--- config.mk ---
export PLATFORM = sky130hd
export DESIGN_NAME = egress_scheduler_flat
export DESIGN_NICKNAME = d
export VERILOG_FILES = /design/src/rtl/egress_scheduler_if.sv /design/src/rtl/egress_scheduler.sv /design/src/flat_wrapper.sv
export SDC_FILE = /design/constraint.sdc
export NUM_CORES = 1
export LEC_CHECK = 0
export CAP_MARGIN = 20
export CORE_MARGIN = 4
export CORE_UTILIZATION = 35
export CTS_CLUSTER_DIAMETER = 200
export DETAILED_ROUTE_END_ITERATION = 8
export PLACE_DENSITY_LB_ADDON = 0.05
export SYNTH_ARGS = -nofsm -noshare
export SYNTH_HDL_FRONTEND = slang
export SYNTH_SLANG_ARGS = --single-unit
export TNS_END_PERCENT = 10
--- constraint.sdc ---
create_clock -name clk -period 5.5 [get_ports clk]
set_input_delay 1.1 -clock clk [delete_from_list [all_inputs] [get_ports clk]]
set_output_delay 1.1 -clock clk [all_outputs]
set_load 0.005 [all_outputs]
--- src/rtl/egress_scheduler_if.sv ---
// Egress scheduler bus bundle: the four destination-FIFO read ports on one side
// and the single valid/ready egress port on the other.
// The master modport is the scheduler; the slave modport is its environment
// (the FIFOs plus the downstream consumer).
interface egress_scheduler_if #(
    parameter int TAMANO_DATOS = 12
);
    logic [3:0]                  empty;
    logic [3:0]                  almost_empty;
    logic [4*TAMANO_DATOS-1:0]   fifo_data;
    logic [3:0]                  pop;
    logic                        out_ready;
    logic                        out_valid;
    logic [TAMANO_DATOS-1:0]     data_out;
    logic [1:0]                  out_lane;

    modport master (
        input  empty,
        input  almost_empty,
        input  fifo_data,
        input  out_ready,
        output pop,
        output out_valid,
        output data_out,
        output out_lane
    );

    modport slave (
        output empty,
        output almost_empty,
        output fifo_data,
        output out_ready,
        input  pop,
        input  out_valid,
        input  data_out,
        input  out_lane
    );
endinterface

--- src/rtl/egress_scheduler.sv ---
// Egress scheduler: drains fifo4..fifo7 with burst-limited round-robin into a
// 2-entry skid buffer that feeds one valid/ready egress port, and keeps a
// wrapping delivered-word count per lane.
module egress_scheduler #(
    parameter int TAMANO_DATOS = 12,
    parameter int BURST        = 4,
    parameter int CNT_W        = 5
) (
    input  logic                 clk,
    input  logic                 reset,
    egress_scheduler_if.master   bus,
    output logic [4*CNT_W-1:0]   pkt_cnt,
    output logic                 idle
);
    localparam int W = TAMANO_DATOS;
    localparam logic [3:0] BURST_LIM = 4'(BURST);

    typedef enum logic {
        IDLE,
        ACTIVE
    } state_t;

    state_t      state;
    logic [1:0]  grant;
    logic [3:0]  burst_cnt;
    logic [3:0]  pop_q;
    logic [1:0]  pop_lane_q;

    logic [W-1:0] skid_data [2];
    logic [1:0]   skid_lane [2];
    logic [1:0]   occ;

    logic [CNT_W-1:0] cnt [4];

    logic         inflight;
    logic         out_valid_int;
    logic         deq;
    logic [2:0]   load;
    logic         credit;
    logic [3:0]   eligible;
    logic [2:0]   rot;
    logic         rot_found;
    logic [1:0]   rot_lane;
    logic         burst_done;
    logic [W-1:0] cap_word;

    // First eligible lane in the order from+1, from+2, from+3, from (mod 4);
    // bit 2 flags whether any lane was found.
    function automatic logic [2:0] search(input logic [1:0] from, input logic [3:0] elig);
        logic [2:0] res;
        logic [1:0] idx;
        res = 3'b000;
        for (int k = 4; k >= 1; k--) begin
            idx = from + 2'(k);
            if (elig[idx]) begin
                res = {1'b1, idx};
            end
        end
        return res;
    endfunction

    assign inflight      = |pop_q;
    assign out_valid_int = (occ != 2'd0);
    assign deq           = out_valid_int & bus.out_ready;
    assign load          = 3'(occ) + 3'(inflight) - 3'(deq);
    assign credit        = (load < 3'd2);
    assign rot           = search(grant, eligible);
    assign rot_found     = rot[2];
    assign rot_lane      = rot[1:0];
    assign burst_done    = (burst_cnt >= BURST_LIM);
    assign cap_word      = bus.fifo_data[32'(pop_lane_q)*W +: W];

    assign bus.pop       = pop_q;
    assign bus.out_valid = out_valid_int;
    assign bus.data_out  = skid_data[0];
    assign bus.out_lane  = skid_lane[0];

    assign idle = (state == IDLE) && (occ == 2'd0) && !inflight;

    // A lane that is being popped on its last word is masked, because its empty flag only drops after the pop lands.
    always_comb begin
        eligible = 4'b0000;
        for (int i = 0; i < 4; i++) begin
            eligible[i] = !bus.empty[i] && !(pop_q[i] && bus.almost_empty[i]);
        end
    end

    // Grant FSM: pops are registered, IDLE only picks a lane, ACTIVE pops and rotates on burst expiry or an ineligible grant.
    always_ff @(posedge clk) begin
        if (reset) begin
            state      <= IDLE;
            grant      <= 2'd3;
            burst_cnt  <= 4'd0;
            pop_q      <= 4'b0000;
            pop_lane_q <= 2'd0;
        end else begin
            case (state)
                IDLE: begin
                    pop_q <= 4'b0000;
                    if (rot_found && credit) begin
                        grant     <= rot_lane;
                        burst_cnt <= 4'd0;
                        state     <= ACTIVE;
                    end
                end
                ACTIVE: begin
                    if (!rot_found) begin
                        pop_q     <= 4'b0000;
                        burst_cnt <= 4'd0;
                        state     <= IDLE;
                    end else if (burst_done || !eligible[grant]) begin
                        grant      <= rot_lane;
                        pop_lane_q <= rot_lane;
                        pop_q      <= credit ? (4'b0001 << rot_lane) : 4'b0000;
                        burst_cnt  <= credit ? 4'd1 : 4'd0;
                    end else begin
                        pop_lane_q <= grant;
                        pop_q      <= credit ? (4'b0001 << grant) : 4'b0000;
                        if (credit) begin
                            burst_cnt <= burst_cnt + 4'd1;
                        end
                    end
                end
                default: begin
                    pop_q <= 4'b0000;
                    state <= IDLE;
                end
            endcase
        end
    end

    // Skid buffer: captures the word of last cycle's pop, slot 0 is the head and holds still while stalled.
    always_ff @(posedge clk) begin
        if (reset) begin
            occ          <= 2'd0;
            skid_data[0] <= '0;
            skid_data[1] <= '0;
            skid_lane[0] <= 2'd0;
            skid_lane[1] <= 2'd0;
        end else begin
            case ({inflight, deq})
                2'b10: begin
                    if (occ == 2'd0) begin
                        skid_data[0] <= cap_word;
                        skid_lane[0] <= pop_lane_q;
                    end else begin
                        skid_data[1] <= cap_word;
                        skid_lane[1] <= pop_lane_q;
                    end
                    occ <= occ + 2'd1;
                end
                2'b01: begin
                    skid_data[0] <= skid_data[1];
                    skid_lane[0] <= skid_lane[1];
                    occ          <= occ - 2'd1;
                end
                2'b11: begin
                    if (occ == 2'd1) begin
                        skid_data[0] <= cap_word;
                        skid_lane[0] <= pop_lane_q;
                    end else begin
                        skid_data[0] <= skid_data[1];
                        skid_lane[0] <= skid_lane[1];
                        skid_data[1] <= cap_word;
                        skid_lane[1] <= pop_lane_q;
                    end
                end
                default: begin
                end
            endcase
        end
    end

    // Per-lane delivered-word counters, wrapping freely.
    always_ff @(posedge clk) begin
        if (reset) begin
            for (int i = 0; i < 4; i++) begin
                cnt[i] <= '0;
            end
        end else if (deq) begin
            cnt[skid_lane[0]] <= cnt[skid_lane[0]] + 1'b1;
        end
    end

    // Flatten the counters onto the output bus, lane i at [i*CNT_W +: CNT_W].
    always_comb begin
        pkt_cnt = '0;
        for (int i = 0; i < 4; i++) begin
            pkt_cnt[i*CNT_W +: CNT_W] = cnt[i];
        end
    end
endmodule

--- src/flat_wrapper.sv ---
// flat-port wrapper written by rule: the top's interface ports become plain ports
module egress_scheduler_flat 
#(
    parameter int TAMANO_DATOS = 12,
    parameter int BURST        = 4,
    parameter int CNT_W        = 5
)
  (clk, reset, pkt_cnt, idle, bus_empty, bus_almost_empty, bus_fifo_data, bus_out_ready, bus_pop, bus_out_valid, bus_data_out, bus_out_lane);
  egress_scheduler_if #(.TAMANO_DATOS(TAMANO_DATOS)) bus_i ();
  input  logic clk;
  input  logic reset;
  output logic [4*CNT_W-1:0] pkt_cnt;
  output logic idle;
  input wire logic [$bits(bus_i.empty)-1:0] bus_empty;
  input wire logic [$bits(bus_i.almost_empty)-1:0] bus_almost_empty;
  input wire logic [$bits(bus_i.fifo_data)-1:0] bus_fifo_data;
  input wire logic [$bits(bus_i.out_ready)-1:0] bus_out_ready;
  output wire logic [$bits(bus_i.pop)-1:0] bus_pop;
  output wire logic [$bits(bus_i.out_valid)-1:0] bus_out_valid;
  output wire logic [$bits(bus_i.data_out)-1:0] bus_data_out;
  output wire logic [$bits(bus_i.out_lane)-1:0] bus_out_lane;
  assign bus_i.empty = bus_empty;
  assign bus_i.almost_empty = bus_almost_empty;
  assign bus_i.fifo_data = bus_fifo_data;
  assign bus_i.out_ready = bus_out_ready;
  assign bus_pop = bus_i.pop;
  assign bus_out_valid = bus_i.out_valid;
  assign bus_data_out = bus_i.data_out;
  assign bus_out_lane = bus_i.out_lane;
  egress_scheduler #(.TAMANO_DATOS(TAMANO_DATOS), .BURST(BURST), .CNT_W(CNT_W)) u_core (.clk(clk), .reset(reset), .bus(bus_i), .pkt_cnt(pkt_cnt), .idle(idle));
endmodule
==> results of run 1 <==
==> placed cells by master (no fill, tap or decap), drive strengths merged, types with 4 or more instances in the layout <==
cell           synthesis  routed
clkdlybuf4s50          0      98
edfxtp                48      48
nand2                 33      33
nor2                  30      30
mux4                  18      18
and2                  17      17
o21ai                 16      16
a21oi                 16      16
dfxtp                 15      15
mux2i                 13      13
ha                    12      12
inv                   11      11
clkbuf                11       9
nand3                  8       8
nor4                   7       7
nor2b                  5       5
nand2b                 5       5
a22o                   4       4
xnor2                  4       4
nor3                   4       4
a211oi                 4       4
nor4b                  4       4
clkinv                 1       4
==> metrics by stage <==
stage	instances	utilization [%]
final	557	47.4
after detailed placement	541	45.5
after global placement	541	45.5
after global routing	557	47.4
after floorplan	338	-
after CTS	557	47.4
==> layer usage <==
metal | vias up | share of wire, %
met5 | - | 0
met3 | 12 | 3.9
met1 | 1392 | 45
li1 | 1387 | -
met2 | 57 | 50
met4 | 0 | 1.5
==> area by class of cell <==
cell class                 instances  share of cell area (%)
multi-input combinational        229                    35.9
sequential                        63                    35.3
timing repair buffer             101                    20.3
tap                              136                    3.45
clock buffer                       9                    2.51
clock inverter                     7                    1.50
inverter                          12                   0.964
==> worst max-delay path, delay by kind of cell <==
| kind | cells | cell delay (ps) |
|---|---|---|
| fa+ha+maj | 2 | 700 |
| simple gates | 5 | 1180 |
| compound gates | 2 | 580 |
| buf+inv | 1 | 490 |
| xor+xnor | 1 | 140 |
==> kinds of logic after synthesis <==
kind of cell / count (synthesis) / synth area share [%]
and+or+nand+nor: 125 / 17.2
muxes: 31 / 14.2
DFF: 63 / 46.3
adders and majority gates: 13 / 4.52
xor gates and xnor gates: 6 / 1.40
AOI/OAI and AO/OA: 54 / 9.78
buffers and inverters: 46 / 6.55
==> worst paths after layout <==
path / from / to / slack (ps) / depth (start not counted)
worst max register to register: u_core.occ[1]$_SDFFE_PP0P_ / u_core.bus.pop[3]$_SDFF_PP0_ / 2120 / 12
worst min-delay path: u_core.burst_cnt[1]$_SDFFE_PP0P_ / u_core.burst_cnt[1]$_SDFFE_PP0P_ / 480 / 2
worst max-delay path: bus_out_ready / u_core.bus.pop[3]$_SDFF_PP0_ / 1580 / 11
worst min register to register: u_core.burst_cnt[1]$_SDFFE_PP0P_ / u_core.burst_cnt[1]$_SDFFE_PP0P_ / 480 / 2
==> registers in the layout, indices dropped and copies added, names as in the netlist <==
| register | count |
|---|---|
| u_core.state | 1 |
| u_core.cnt | 20 |
| u_core.pop_lane_q | 2 |
| u_core.grant | 2 |
| u_core.occ | 2 |
| u_core.skid_data | 24 |
| u_core.skid_lane | 4 |
| u_core.burst_cnt | 4 |
| u_core.bus.pop | 4 |
==> report_power, final <==
part	switching [W]	total [W]	internal, W
clock	0.000191	0.000400	0.000209
sequential	0.000124	0.000753	0.000628
combinational	0.000420	0.000851	0.000431
==> impl_results.md, run 1 <==
* CP Data Arrival Time at 4200 ps
* Post-route cell area at 4930 um2
* WP data required at 5780 ps
* Via count at 2848
* Pwr per Cell Area at 406 nW/um2
* Share of cells above drive strength 1 at a little under an eighth
* Vias in the first global route at 2951
* Final hold slack at around 480 ps
* Final min period at 3920 ps
* Detailed placer's ending HPWL at 6570 um
* Largest stage delay, worst path at 490 ps
* Post-CTS Hold Buffers at 0
* Post-Syn Instances at 338
* Critical path startpoint category: input pin
* Num ports at 99
* Post-synth EDFFs at 48
* DRT antenna net count at 0
* Fill cells at 997
* Hold Path Class: reg -> reg
* Worst-Margin Slew at around 960 ps
* Top Usage Layer GRT: met2
* Post-synth top area share at about two fifths
* Status: completed
* # clock sinks at 63
* Final worst slack at 1580 ps
* Synth Area per Inst at 11.1 um2
* GRT Util Overall at 14.4%
* Final hold vios at 0
* Iter 0 DRT Violations at 86
* Final Cycle Share at 71.3%
* Most frequent cell after synthesis: edfxtp_1
* Post-place setup slack at 1240 ps
* Port-buffer cells at slightly below 100
* Kind of critical path: in -> reg
* Asr flop ratio synth at 0%
* Worst VDD drop at 0.226 mV
* Clk buf depth at 2
* FF+latch count, synth at 63
* Crit Path Max Fanout at 7
* Yosys top cell by area: edfxtp_1
* DR pass1 iterations at 4
* Synth warn at 0
* CTS root buffer: clkbuf_8
* CP endpoint kind: register
* DR WL/cell at roughly 16 um
* Initial Utilization at 36.1%
* Die extent in x at 112 um
* Area Growth Syn to Fin at 31.2%
* Final setup skew at 12.3 ps
* Post-cts resize count at 0
* Sequential fraction of the synthesis area at 46.3%
* RSZ-0062 raised after global routing: no
* H-tree depth at 3
* DRC at 0
* Primary FF master, synth: edfxtp_1
* Pleak at 1.81 nW
* Die H at about 110 um
* Max Clock Freq at approximately 0.26 GHz
* Antenna cells at 0
* Unique cell type count in the Yosys netlist at 55
* FF+latch area at about 1700 um2
* Met3 usage at 2.50%
* CTS buffer count at 9
* Cell breakdown of the critical path: clkdlybuf4s50_1, nor2b_1, ha_1, nand2b_1, fa_1, xnor2_1, nand2_1, a21oi_1, nand3_1, nor4_1, a22o_1
* Most frequent cells after synthesis: edfxtp_1, nand2_1, nor2_1
* Cell Rows at 37
* Placed instance area at 4740 um2
* First-pass GRT wire length at between 10000 and 15000 um
* Initial antenna violation count at 0
* Final Slew Violations at 0
* Post-CTS Setup Repair Bufs at 0
* Final setup viols at 0
* Cell Area, Synth at around 3800 um2
* Area of the die at roughly 12000 um2
* Drt via density at 5.11
* Fin Setup TNS at 0 ps
* Largest net degree at the start of global routing at 20
* Max cap viols at 0
* CTS tree: built
* Skew-Pair Late Insertion Delay at 340 ps
* Met1 usage at 18.6%
* Power Total at between 0.002 and 0.0025 W
* Final Wtd Congestion at 0.740
* Drt total wl at 8740 um
* Syn Nets at 410
* Synth area leaders: edfxtp_1, mux4_2, dfxtp_1
* Slowest-stage cell, CP: clkdlybuf4s50_1
* Worst-path clk slew at 70 ps
* Total gr overflow at 0
* Rel. slew slack at 36.1%
* Fin nets at ~490
* Grt met2 use at 24.1%
* Core ar. at 10400 um2
* Multi-input logic area at around 1800 um2
Power figures use the tool's default switching activity.
==> run 2: changes to the inputs <==
==> constraint.sdc (replaced) <==
create_clock -name clk -period 3.6 [get_ports clk]
set_input_delay 0.72 -clock clk [delete_from_list [all_inputs] [get_ports clk]]
set_output_delay 0.72 -clock clk [all_outputs]
set_load 0.005 [all_outputs]
==> impl_results.md, run 2 (synthesis gave the netlist of run 1 again) <==
* Switch Pwr at 0.00113 W
* H-tree depth at 3
* WP data required at slightly below 4000 ps
* Power Total at 0.00310 W
* Post-cts resize count at 0
* Pint at 0.00197 W
* Slowest-stage cell, CP: clkdlybuf4s50_1
* Most common cell after layout, fill and taps aside: clkdlybuf4s50_1
* Cell breakdown of the critical path: clkdlybuf4s50_1, nor2b_1, ha_1, nand2b_1, fa_1, xnor2_1, nand2_1, a21oi_1, nand3_1, nor4_1, a22o_1
* Port-buffer cells at 98
* Cell Rows at 37
* Crit path max-delay family: simple AND/OR/NAND/NOR gates
* Combinational share of power at 44.8%
* CP endpoint kind: register
* CTS tree: built
* Final Wtd Congestion at approximately 0.76
* Skew-Pair Late Insertion Delay at 340 ps
* Iter 0 DRT Violations at about 150
* Max reg flops at 24
* Hold Crit Start: u_core.burst_cnt[1]$_SDFFE_PP0P_
* Commonest cells after routing, fill and taps aside: clkdlybuf4s50_1, edfxtp_1, nand2_1
* Detailed placer's ending HPWL at between 6000 and 7000 um
* Rel. slew slack at 36.7%
* Hold Path Class: reg -> reg
* Post-CTS Setup Repair Bufs at 0
* Seq pwr share at 36.1%
* Clk buf depth at 2
* Largest stage delay, worst path at 500 ps
* CTS buffer count at 9
* R2R depth at 12
* Worst flop-to-flop path startpoint: u_core.occ[1]$_SDFFE_PP0P_
* Final Cycle Share at 81.8%
* Die extent in x at 112 um
* Hold endpoint: u_core.burst_cnt[1]$_SDFFE_PP0P_
* Drt total wl at 8930 um
* # clock sinks at 63
* Metal-1 WL at 4090 um
* Worst-Margin Slew at 948 ps
* Non-Filler Instances at roughly 560
* DR pass1 iterations at 4
* Top reg by flops: u_core.skid_data
* Num ports at 99
* Crit Path Max Fanout at 5
* RSZ-0062 raised after global routing: no
* Area Growth Syn to Fin at 32.3%
* Status: completed
* Initial Utilization at between 30% and 40%
* Drt via density at 5.04
* Met3 wire len at approximately 360 um
* Sw Ratio at 36.6%
* Post-route cell area at about 5000 um2
* Max Clock Freq at ~0.34 GHz
* DR top layer: met4
* DRT antenna net count at 0
* FF-to-FF End: u_core.bus.pop[3]$_SDFF_PP0_
* DRC at 0
* Final min period at 2950 ps
* Hold-critical path depth at 2
* Fin Setup TNS at 0 ps
* R2R setup slack at slightly above 800 ps
* Die H at roughly 110 um
* Final setup viols at 0
* Largest net degree at the start of global routing at 29
* Placed Instances at around 550
* Post-CTS Hold Buffers at 0
* Pleak at approximately 1.8 nW
* CTS root buffer: clkbuf_8
* Kind of critical path: in -> reg
* Final hold vios at 0
* Worst-path clk slew at 70 ps
* GRT Util Overall at between 10% and 20%
* Fin nets at 495
* Critical path startpoint category: input pin
* Core ar. at 10400 um2
* Total gr overflow at 0
* Worst VDD drop at roughly 0.30 mV
* Max cap viols at 0
* Bufs and invs on worst path at 1
* Pwr per Cell Area at around 620 nW/um2
* Area of the die at 12500 um2
* CP Data Arrival Time at 3230 ps
* DR WL/cell at 15.8 um
* Final hold slack at 467 ps
* Placed instance area at 4790 um2
* Via count at between 2000 and 3000
* Final setup skew at between 8 and 9 ps
* First-pass GRT wire length at 14500 um
* Initial antenna violation count at 0
* Share of cells above drive strength 1 at 13.1%
* Routed wl met2 at 4410 um
* Vias in the first global route at 2890
* Clock power share at 19.2%
* Fill cells at 1012
* Antenna cells at 0
* Top flop regs: u_core.skid_data (24), u_core.cnt (20)
* Final Slew Violations at 0
## run 2: cell types whose count changed in the layout (fill, tap and decap cells not counted)
cell,before,now
clkinvlp_4,3,2
clkinv_2,0,3
buf_4,3,10
clkinv_4,2,0
## run 2: per-layer routing
metal / vias to the layer above / track usage, %
met5: - / 0
met4: 0 / 5.52
met3: 5 / 2.39
met2: 62 / 23.7
met1: 1376 / 18.9
li1: 1399 / -
## run 2: power groups by stage
stage | sequential, W | combinational [W] | clock, W
final | 0.00112 | 0.00139 | 0.000596
after global routing | 0.00115 | 0.00155 | 0.000637
after CTS | 0.00112 | 0.00140 | 0.000610
after detailed placement | 0.00114 | 0.00140 | 0
after global placement | 0.00114 | 0.00138 | 0
after floorplan | 0.00103 | 0.00106 | 0
## run 2: worst max-delay path by stage
stage               depth (start not counted)  slack, ps     startpoint                      endpoint
detailed placement                         11        310  bus_out_ready  u_core.bus.pop[3]$_SDFF_PP0_
global route                               11        500  bus_out_ready  u_core.bus.pop[3]$_SDFF_PP0_
finish                                     11        650  bus_out_ready  u_core.bus.pop[3]$_SDFF_PP0_
CTS                                        11        680  bus_out_ready  u_core.bus.pop[3]$_SDFF_PP0_
floorplan                                  10        620  bus_out_ready  u_core.bus.pop[3]$_SDFF_PP0_
global placement                           11        370  bus_out_ready  u_core.bus.pop[3]$_SDFF_PP0_
## run 2: through the flow
stage	worst slack (ps)	util (%)
after floorplan	622	-
after global placement	375	46.0
after detailed placement	311	46.0
after CTS	678	47.8
after global routing	500	47.8
final	654	47.8
## run 2: final cells by class
type | instances | area, um2 | area share, %
inverters | 12 | 47.5 | 0.955
well taps | 136 | 170 | 3.42
flip-flops and latches | 63 | 1740 | 35.0
clock inverters | 7 | 63.8 | 1.28
multi-input cells | 229 | 1770 | 35.6
repair buffers | 108 | 1060 | 21.2
clock buffers | 9 | 124 | 2.49
## run 2: worst reg2reg max path: stages (launching register included)
cell      delay, ps
dfxtp_1         410
inv_1            90
ha_1            240
nor2b_1         180
ha_1            250
nand2b_1        150
fa_1            380
xnor2_1         140
nand2_1         110
a21oi_1         170
nand3_1         200
nor4_1          240
a22o_1          180
==> run 3: changes to the inputs <==
==> constraint.sdc (replaced) <==
create_clock -name clk -period 2.9 [get_ports clk]
set_input_delay 0.58 -clock clk [delete_from_list [all_inputs] [get_ports clk]]
set_output_delay 0.58 -clock clk [all_outputs]
set_load 0.005 [all_outputs]
==> impl_results.md, run 3 (synthesis gave the netlist of run 1 again) <==
* Commonest cells after routing, fill and taps aside: clkdlybuf4s50_1, edfxtp_1, nand2_1
* Core ar. at about 10000 um2
* Num ports at about 100
* H-tree depth at 3
* Post-route cell area at 5120 um2
* DR pass1 iterations at 4
* Via count at 2885
* Vias in the first global route at 2885
* Area Growth Syn to Fin at 36.2%
* Crit Path Max Fanout at 5
* Critical path startpoint category: register
* Share of cells above drive strength 1 at around 17%
* CP endpoint kind: output pin
* Max cap viols at 0
* Most common cell after layout, fill and taps aside: clkdlybuf4s50_1
* Kind of critical path: reg -> out
* Status: completed
* RSZ-0062 raised after global routing: no
* Initial antenna violation count at 0
* Fin nets at 509
* GRT Util Overall at 14.7%
* DRT antenna net count at 0
* WP data required at 2320 ps
* R2R setup slack at approximately 280 ps
* Die H at 112 um
* Drt total wl at 9020 um
* Final Cycle Share at 93.4%
* Final min period at 2710 ps
* Final hold vios at 0
* Die extent in x at 112 um
* Area of the die at 12500 um2
* Hold endpoint: u_core.burst_cnt[1]$_SDFFE_PP0P_
* # clock sinks at 63
* Final setup skew at 12.9 ps
* Hold Path Class: reg -> reg
* First-pass GRT wire length at 14800 um
* Total gr overflow at 0
* Final Slew Violations at 0
* Pleak at 1.92 nW
* Final setup viols at 0
* Clk buf depth at 2
* R2R depth at 13
* Port-buffer cells at roughly 100
* Detailed placer's ending HPWL at 6840 um
* DR WL/cell at about 16 um
* Worst-path clk slew at 80 ps
* CTS tree: built
* Final core occ at 49.2%
* Worst flop-to-flop path startpoint: u_core.occ[0]$_SDFFE_PP0P_
* Rel. slew slack at 50.1%
* Post-CTS Hold Buffers at 0
* Pwr per Cell Area at roughly 800 nW/um2
* Fin Setup TNS at 0 ps
* Power Total at 0.00411 W
* Worst-Margin Slew at between 700 and 800 ps
* Skew-Pair Late Insertion Delay at 340 ps
* Cell Rows at 37
* Max reg flops at 24
* Top flop regs: u_core.skid_data (24), u_core.cnt (20)
* DRC at 0
* Iter 0 DRT Violations at 51
* Hold-critical path depth at 2
* Largest net degree at the start of global routing at 19
* Drt via density at 4.99
* Worst VDD drop at 0.424 mV
* FF-to-FF End: u_core.grant[1]$_SDFFE_PP1P_
* Max Clock Freq at 0.369 GHz
* Hold Crit Start: u_core.burst_cnt[1]$_SDFFE_PP0P_
* CP Data Arrival Time at 2130 ps
* CTS buffer count at 9
* CTS root buffer: clkbuf_8
* Top reg by flops: u_core.skid_data
* Final Wtd Congestion at 0.771
* Antenna cells at 0
* Initial Utilization at between 30% and 40%
* Placed instance area at 4900 um2
==> run 3: power breakdown <==
part | total [W] | switching, W | leakage [nW] | internal [W]
Sequential | 0.00132 | 0.000129 | 0.622 | 0.00119
Combinational | 0.00193 | 0.000953 | 1.20 | 0.000981
Clock | 0.000854 | 0.000369 | 0.103 | 0.000485
Total | 0.00411 | 0.00145 | 1.92 | 0.00266
==> run 3: how the worst max path moves through the flow <==
stage	depth (start not counted)	end	slack, ps	startpoint
after global placement	12	u_core.grant[1]$_SDFFE_PP1P_	-60	bus_out_ready
final	3	idle	190	u_core.bus.pop[0]$_SDFF_PP0_
after floorplan	12	u_core.bus.pop[3]$_SDFF_PP0_	90	u_core.occ[1]$_SDFFE_PP0P_
after CTS	3	idle	150	u_core.bus.pop[0]$_SDFF_PP0_
after detailed placement	12	u_core.burst_cnt[1]$_SDFFE_PP0P_	-100	bus_out_ready
after global routing	13	u_core.grant[1]$_SDFFE_PP1P_	1	u_core.occ[0]$_SDFFE_PP0P_
==> run 3: layout make-up <==
type,instances,area [um2]
Fill cell,991,5290
Multi-Input combinational cell,229,1780
Sequential cell,63,1740
Timing Repair Buffer,122,1160
Tap cell,136,170
Clock buffer,9,124
Clock inverter,7,96.3
Inverter,12,47.5
==> run 3: repair_timing <==
action | 4_1_cts | 5_1_grt
resized for setup | 0 | 2
buffers inserted | 0 | 0
endpoints found under the setup margin | 0 | 3
==> run 3: through the flow <==
stage               setup WS, ps  hold slack [ps]  instances
floorplan                   94.3              436        338
global placement           -57.5              453        562
detailed placement          -105              480        562
CTS                          148              492        578
global route                1.39              532        578
finish                       193              486        578
==> run 3: per-layer routing <==
metal,GRT usage [%],share of wire (%),vias to the layer above
li1,-,-,1433
met1,19.8,46,1375
met2,24.2,48,67
met3,2.39,4.3,10
met4,4.62,1.2,0
met5,0,0,-
==> run 3: worst max-delay path, cell delays in order, from the launching register on <==
cell and delay (ps):
dfxtp_1 330, or4_1 670, nor3_1 230, clkdlybuf4s50_1 550
